File: src/rtl/mips_hazard_pkg.sv
// Shared types and constants for the MiniMIPS hazard controller.
package mips_hazard_pkg;

  localparam int REG_AW = 5;

  localparam logic [1:0] FWD_RF  = 2'b00;
  localparam logic [1:0] FWD_WB  = 2'b01;
  localparam logic [1:0] FWD_MEM = 2'b10;

  typedef struct packed {
    logic [REG_AW-1:0] rs;
    logic [REG_AW-1:0] rt;
    logic [REG_AW-1:0] wreg;
    logic              reg_write;
    logic              mem_to_reg;
  } trk_e_t;

  typedef struct packed {
    logic [REG_AW-1:0] wreg;
    logic              reg_write;
    logic              mem_to_reg;
  } trk_m_t;

  typedef struct packed {
    logic [REG_AW-1:0] wreg;
    logic              reg_write;
  } trk_w_t;

  // $0 is hardwired, so it can never be a real dependency.
  function automatic logic reg_hit(input logic [REG_AW-1:0] a,
                                   input logic [REG_AW-1:0] b);
    return (a == b) && (a != '0);
  endfunction

endpackage

File: src/rtl/hazard_fwd_sel.sv
// Execute-stage forward select for one ALU operand; M beats W when both match.
module hazard_fwd_sel
  import mips_hazard_pkg::*;
(
  input  logic [REG_AW-1:0] src,
  input  logic [REG_AW-1:0] wreg_m,
  input  logic              regwrite_m,
  input  logic [REG_AW-1:0] wreg_w,
  input  logic              regwrite_w,
  output logic [1:0]        sel
);

  always_comb begin
    sel = FWD_RF;
    if (regwrite_m && reg_hit(src, wreg_m)) begin
      sel = FWD_MEM;
    end else if (regwrite_w && reg_hit(src, wreg_w)) begin
      sel = FWD_WB;
    end
  end

endmodule

File: src/rtl/hazard_ctrl.sv
// MiniMIPS hazard controller: stalls, flushes and forwarding from shadow E/M/W trackers.
// Optional HAZARD_PERF_EN adds free-running stall/flush cycle counters.
module hazard_ctrl
  import mips_hazard_pkg::*;
#(
  parameter int REG_AW = mips_hazard_pkg::REG_AW,
  parameter int FWD_W  = 2
) (
  input  logic              CLK,
  input  logic              RST,
  input  logic [REG_AW-1:0] RsD,
  input  logic [REG_AW-1:0] RtD,
  input  logic [REG_AW-1:0] WriteRegD,
  input  logic              RegWriteD,
  input  logic              MemtoRegD,
  input  logic              BranchD,
  input  logic              JumpD,
  input  logic              PCSrcD,
  output logic              StallF,
  output logic              StallD,
  output logic              FlushD,
  output logic              FlushE,
  output logic              ForwardAD,
  output logic              ForwardBD,
  output logic [FWD_W-1:0]  ForwardAE,
  output logic [FWD_W-1:0]  ForwardBE
`ifdef HAZARD_PERF_EN
  ,
  output logic [31:0]       stall_cnt,
  output logic [31:0]       flush_cnt
`endif
);

  trk_e_t e_q;
  trk_m_t m_q;
  trk_w_t w_q;

  logic       lwstall;
  logic       branchstall;
  logic       stall;
  logic       flush_d;
  logic       fwd_ad;
  logic       fwd_bd;
  logic [1:0] fwd_a;
  logic [1:0] fwd_b;

  always_comb begin
    lwstall = e_q.mem_to_reg &
              (reg_hit(e_q.rt, RsD) | reg_hit(e_q.rt, RtD));
    // A beq resolves in D, so it must wait for an ALU result still in E
    // or a load result still in M.
    branchstall = BranchD &
                  ((e_q.reg_write  & (reg_hit(e_q.wreg, RsD) | reg_hit(e_q.wreg, RtD))) |
                   (m_q.mem_to_reg & (reg_hit(m_q.wreg, RsD) | reg_hit(m_q.wreg, RtD))));
    stall   = lwstall | branchstall;
    flush_d = (PCSrcD | JumpD) & ~stall;
    fwd_ad  = m_q.reg_write & reg_hit(m_q.wreg, RsD);
    fwd_bd  = m_q.reg_write & reg_hit(m_q.wreg, RtD);
  end

  hazard_fwd_sel u_fwd_a (
    .src        (e_q.rs),
    .wreg_m     (m_q.wreg),
    .regwrite_m (m_q.reg_write),
    .wreg_w     (w_q.wreg),
    .regwrite_w (w_q.reg_write),
    .sel        (fwd_a)
  );

  hazard_fwd_sel u_fwd_b (
    .src        (e_q.rt),
    .wreg_m     (m_q.wreg),
    .regwrite_m (m_q.reg_write),
    .wreg_w     (w_q.wreg),
    .regwrite_w (w_q.reg_write),
    .sel        (fwd_b)
  );

  always_ff @(posedge CLK or negedge RST) begin
    if (!RST) begin
      e_q <= '0;
      m_q <= '0;
      w_q <= '0;
    end else begin
      if (stall) begin
        e_q <= '0;
      end else begin
        e_q <= '{rs: RsD, rt: RtD, wreg: WriteRegD,
                 reg_write: RegWriteD, mem_to_reg: MemtoRegD};
      end
      m_q <= '{wreg: e_q.wreg, reg_write: e_q.reg_write, mem_to_reg: e_q.mem_to_reg};
      w_q <= '{wreg: m_q.wreg, reg_write: m_q.reg_write};
    end
  end

  // Outputs are held low for the whole reset window, not just until the first edge.
  always_comb begin
    StallF    = RST & stall;
    StallD    = RST & stall;
    FlushE    = RST & stall;
    FlushD    = RST & flush_d;
    ForwardAD = RST & fwd_ad;
    ForwardBD = RST & fwd_bd;
    ForwardAE = RST ? FWD_W'(fwd_a) : '0;
    ForwardBE = RST ? FWD_W'(fwd_b) : '0;
  end

`ifdef HAZARD_PERF_EN
  always_ff @(posedge CLK or negedge RST) begin
    if (!RST) begin
      stall_cnt <= '0;
      flush_cnt <= '0;
    end else begin
      if (stall)   stall_cnt <= stall_cnt + 32'd1;
      if (flush_d) flush_cnt <= flush_cnt + 32'd1;
    end
  end
`endif

endmodule

File: config.mk
export PLATFORM = sky130hd
export DESIGN_NAME = hazard_ctrl
export DESIGN_NICKNAME = d
export VERILOG_FILES = /design/src/rtl/mips_hazard_pkg.sv /design/src/rtl/hazard_fwd_sel.sv /design/src/rtl/hazard_ctrl.sv
export SDC_FILE = /design/constraint.sdc
export NUM_CORES = 1
export LEC_CHECK = 0
export CAP_MARGIN = 20
export CORE_ASPECT_RATIO = 0.9
export CORE_UTILIZATION = 52
export CTS_BUF_LIST = sky130_fd_sc_hd__clkbuf_16
export DETAILED_ROUTE_END_ITERATION = 8
export PLACE_DENSITY = 0.79
export SLEW_MARGIN = 25
export SYNTH_ARGS = -nofsm -noshare
export SYNTH_HDL_FRONTEND = slang
export SYNTH_SLANG_ARGS = --single-unit
File: constraint.sdc
create_clock -name CLK -period 2.4 [get_ports CLK]
set_input_delay 0.36 -clock CLK [delete_from_list [all_inputs] [get_ports CLK]]
set_output_delay 0.36 -clock CLK [all_outputs]
set_load 0.005 [all_outputs]
== Yosys cells after proc, flatten, opt, wreduce, memory -nomap -nowiden ==
Cells that the tools add are included.

* Input bits: 22
* Output and inout bits: 10
* Flip-flop bits (word level): 30

* Muxes and demuxes: 7
* Equality and inequality tests: 10
* Bitwise gates (word level): 18
* Reductions and logical operators: 18

{| class="wikitable"
|+ Operators with widths
! cell !! count
|-
| $eq A5 B5 Y1 || 10
|-
| $reduce_bool A5 Y1 || 4
|-
| $mux W17 || 1
|-
| $logic_and A1 B1 Y1 || 14
|-
| $and A1 B1 Y1 || 11
|-
| $mux W2 || 4
|-
| $or A1 B1 Y1 || 6
|-
| $mux W1 || 2
|-
| $not A1 Y1 || 1
|}

== Logic depth before layout (Yosys ltp) ==
* Depth after elaboration: 10
* Mapped depth: 7
* Gate-level depth less buffers: 5

== By module ==
Synthesis repeated with hierarchy kept, for this count alone.

* Cell total of the unflattened synthesis: 151
* Area total of the unflattened synthesis: 1,721.7 µm²

{| class="wikitable"
|+ By module, submodules not included
! module !! cells each !! area each (µm²) !! times used !! seq. area each (µm²)
|-
| hazard_ctrl || 115 || 1,443.9 || 1 || 750.7
|-
| hazard_fwd_sel || 18 || 138.9 || 2 || 0.0
|}

== Worst setup path before layout ==
Ideal clock, no wire load.

* Path type: reg-to-output
* Start: register e_q[8] (netlist name)
* End: output port StallD
* Path buffers: 2
* Arrival time: 1,644 ps
* Stages on the path, launching flop included: 7
* Data required time: 2,040 ps
* Setup slack: 396 ps
* Path through: dfrtp_1 -> buf_6 -> or4_4 -> o21ai_4 -> o22ai_4 -> o21a_1 -> buf_4

* Cells in the longest elaborated chain, start to end: 6
* Elaborated cells on any way between the ends: 9
* Those cells by class: eq/ne (2); bitwise (4); reduce/logical (3)

{| class="wikitable"
|+ Ends and longest elaborated chain
! element !! line !! source
|-
| from (decl) || hazard_ctrl.sv:34 || <nowiki>trk_e_t e_q;</nowiki>
|-
| from (signal assigned) || hazard_ctrl.sv:88 || <nowiki>e_q <= '{rs: RsD, rt: RtD, wreg: WriteRegD,</nowiki>
|-
| $eq A5 B5 Y1 or $reduce_bool A5 Y1 (tied branches) || mips_hazard_pkg.sv:32 || <nowiki>return (a == b) && (a != '0);</nowiki>
|-
| $logic_and A1 B1 Y1 || mips_hazard_pkg.sv:32 ||
|-
| $or A1 B1 Y1 * || hazard_ctrl.sv:49 || <nowiki>(reg_hit(e_q.rt, RsD) | reg_hit(e_q.rt, RtD));</nowiki>
|-
| $and A1 B1 Y1 * || hazard_ctrl.sv:48 || <nowiki>lwstall = e_q.mem_to_reg &</nowiki>
|-
| $or A1 B1 Y1 * || hazard_ctrl.sv:55 || <nowiki>stall = lwstall | branchstall;</nowiki>
|-
| $and A1 B1 Y1 * || n/a ||
|-
| to (decl) || hazard_ctrl.sv:20 || <nowiki>output logic StallD,</nowiki>
|}

Every way passes the cells marked *; elsewhere a longest branch is shown, timed or not.

== Worst setup path after layout ==
* Start: register e_q[8] (netlist name)
* End: output port ForwardBE[1]

* Cells in the longest elaborated chain, start to end: 5
* Elaborated cells on any way between the ends: 6
* Those cells by class: eq/ne (1); mux (2); reduce/logical (3)

{| class="wikitable"
|+ Ends and longest elaborated chain
! element !! line !! source
|-
| $eq A5 B5 Y1 or $reduce_bool A5 Y1 (tied branches) || mips_hazard_pkg.sv:32 ||
|-
| $logic_and A1 B1 Y1 * || mips_hazard_pkg.sv:32 ||
|-
| $logic_and A1 B1 Y1 * || hazard_fwd_sel.sv:15 || <nowiki>if (regwrite_m && reg_hit(src, wreg_m)) begin</nowiki>
|-
| $mux W2 * || hazard_fwd_sel.sv:15 ||
|-
| $mux W2 * || hazard_ctrl.sv:105 || <nowiki>ForwardBE = RST ? FWD_W'(fwd_b) : '0;</nowiki>
|-
| to (decl) || hazard_ctrl.sv:26 || <nowiki>output logic [FWD_W-1:0] ForwardBE</nowiki>
|}

Marked as above.

==> flow_summary.ini <==
[clock_tree]
clock_path_buffers = 2
clock-sinks = 30
h-tree-depth = 2
cts_tree = done
hold_buffers = 0
cts_buffers = 5
path_clk_slew_ps = 50
root_buffer = clkbuf_16
clk_latency_ps = 280

[setup_path]
critPathBufInv = 1
r2r_cells = 6
crit_type = reg2out
cp.arrival_ps = 2020
cp_top_family = simple AND/OR/NAND/NOR gates
crit_required_ps = 2040
cp_cell_sequence = or4_4 > nor2_4 > nor4_2 > and2_1 > clkdlybuf4s50_1
cp.depth = 5
slowest_stage = or4_4
end_kind = primary output
path_max_fanout = 2
slowest_delay_ps = 580
crit_path_start_kind = flip-flop

[floorplanning]
rows = 19
die_area_sq_mm = 0.003570
fp.dieW_microns = 62.87
io_pins = 32
die_y_microns = 56.79
core_region_area_sq_mm = 0.003114
start_util_pct = 55.69

[finish]
layout_commonest_cell = buf_4
drive_gt1_share_pct = 37.09
layout.nets = 234
syn_to_final_growth_pct = 43.94
fin_cells = 255
post-route-util_pct = 80.15
diodes = 0
final_cell_mix = 32 x buf_4, 30 x xor2_1, 23 x dfrtp_1

[pwr]
switching_share_pct = 28.68
intPower_mw = 1.122
power.leakage_nw = 1.109
ir_drop_mv = 0.5778
power_frac_clock_pct = 37.3
p_seq_share_pct = 39.0
p_comb_share_pct = 23.7
p_per_area_mw_per_mm2 = 630.4
power.net_switching_mw = 0.4514
totalPowerFinal_mw = 1.574

[hold_path]
holdPathStages = 0
holdCritPathClass = reg2reg

[drt]
routed_wl_microns = 4674
drtAntennaViolNets = 0
wire_per_inst_microns = 18.33
drc = 0
viasPerCell = 5.420
drtIter0Drc = 47
via_count = 1382
first_pass_iters = 4

[timing]
post-route-period-util_pct = 99.26
finalSetupTns_ps = 0
fmax_ghz = 0.4198
fin_crit_ps = 2382
relSlewSlack_pct = 82.35
finClkSkew_ps = 5.462
tightest_slew_ps = 263.8
hold_slack_ps = 436.5
slew_viol_final = 0
setup_viol = 0
final-hold-violation-count = 0
rsz0062_at_grt = yes

[global_routing]
grt_max_degree = 13
track_usage_pct = 29.02
grt_remaining_overflow = 0
antenna_found_initial = 0
grt_pass1_wl_microns = 7369
grt_pass1_vias = 1444

[synth]
ys_ff_latch = 30
yosysSeqAreaShare_pct = 43.29
synthCells = 156
syn_area_per_cell_sq_um = 11.12
syn-num-nets = 178
syn_area_sq_mm = 0.001734
synth.distinct_cells = 26
yosysWarnings = 0

[run]
drv_cap = 0

[status]
run_status = finished, final reports clean

[place]
port_buffers = 31
gp_congestion = 0.9128
dp_cells = 237
dp_hpwl_microns = 3264
[worst paths after layout]
path	endpoint	start	slack, ps
min reg2reg	m_q[1]$_DFF_PN0_	e_q[1]$_DFF_PN0_	440
max in group asynchronous	e_q[16]$_DFF_PN0_	RST	1500
max reg2reg	e_q[3]$_DFF_PN0_	e_q[8]$_DFF_PN0_	480
min in group asynchronous	e_q[9]$_DFF_PN0_	RST	540
max	ForwardBE[1]	e_q[8]$_DFF_PN0_	20
min	m_q[1]$_DFF_PN0_	e_q[1]$_DFF_PN0_	440
[timing repair]
item                                    in CTS  in global routing
setup buffers                                4                  6
pin swaps                                   15                 11
endpoints found under the setup margin      10                 10
resized for setup                           34                 18
[final cells by class]
type | instances | area (sq um)
clock buffers | 5 | 125.1
flip-flops and latches | 30 | 759.5
clock inverters | 3 | 12.51
multi-input cells | 112 | 1005
repair buffers | 63 | 541.8
well taps | 42 | 52.55
fillers | 180 | 618.1
[sequential cells by signal, indices dropped and copies added, names as in the netlist]
signal / cells
w_q: 6
m_q: 7
e_q: 17
[synthesized netlist by cell type]
library cell	count	area, sq um
o211ai_2	1	12.51
dfrtp_1	30	750.7
nor3b_1	8	60.06
nand4_1	4	25.02
nor2_1	9	33.78
nand2_1	1	3.750
nor3b_2	9	112.6
nor4_1	4	25.02
a21oi_2	1	8.760
buf_6	2	22.52
or4_1	2	15.01
o21a_1	1	7.510
xor2_1	30	262.8
nor3_1	7	35.03
o21ai_4	1	16.27
nand3_1	6	30.03
and2_1	2	12.51
nor3_2	1	10.01
buf_2	6	30.03
o21ai_0	1	5.000
a22oi_1	2	15.01
clkbuf_1	3	11.26
o22ai_4	1	20.02
buf_4	3	22.52
or4_4	1	11.26
xnor2_1	20	175.2
[power groups by stage]
stage          combinational [mW]  clock (mW)  sequential [mW]
2_1_floorplan               0.206           0            0.591
3_3_place_gp                0.303           0            0.618
3_5_place_dp                0.312           0            0.621
4_1_cts                     0.339       0.585            0.614
5_1_grt                     0.401       0.613            0.619
6_report                    0.373       0.587            0.614
[cell families after synthesis]
kind of cell	count (synthesis)	share of synthesized area [%]
AOI/OAI and AO/OA	8	4.906
xor gates and xnor gates	50	25.25
buffers and inverters	14	4.978
DFF	30	43.29
and+or+nand+nor	54	21.57
[routing by layer]
metal  track usage, %  routed length (microns)  vias up
met3            7.114                      240       14
met5                0                        0        -
met1            32.11                     1787      684
li1                 -                        -      632
met2            51.77                     2508       52
met4            13.95                      137        0
[through the flow]
step,cell area [sq um],setup slack [ps]
floorplan,1734,396.1
global placement,2176,-262.0
detailed placement,2176,-299.8
CTS,2411,-4.467
global route,2496,-54.23
finish,2496,17.82
Note: power is estimated with default switching activity, not from simulation.
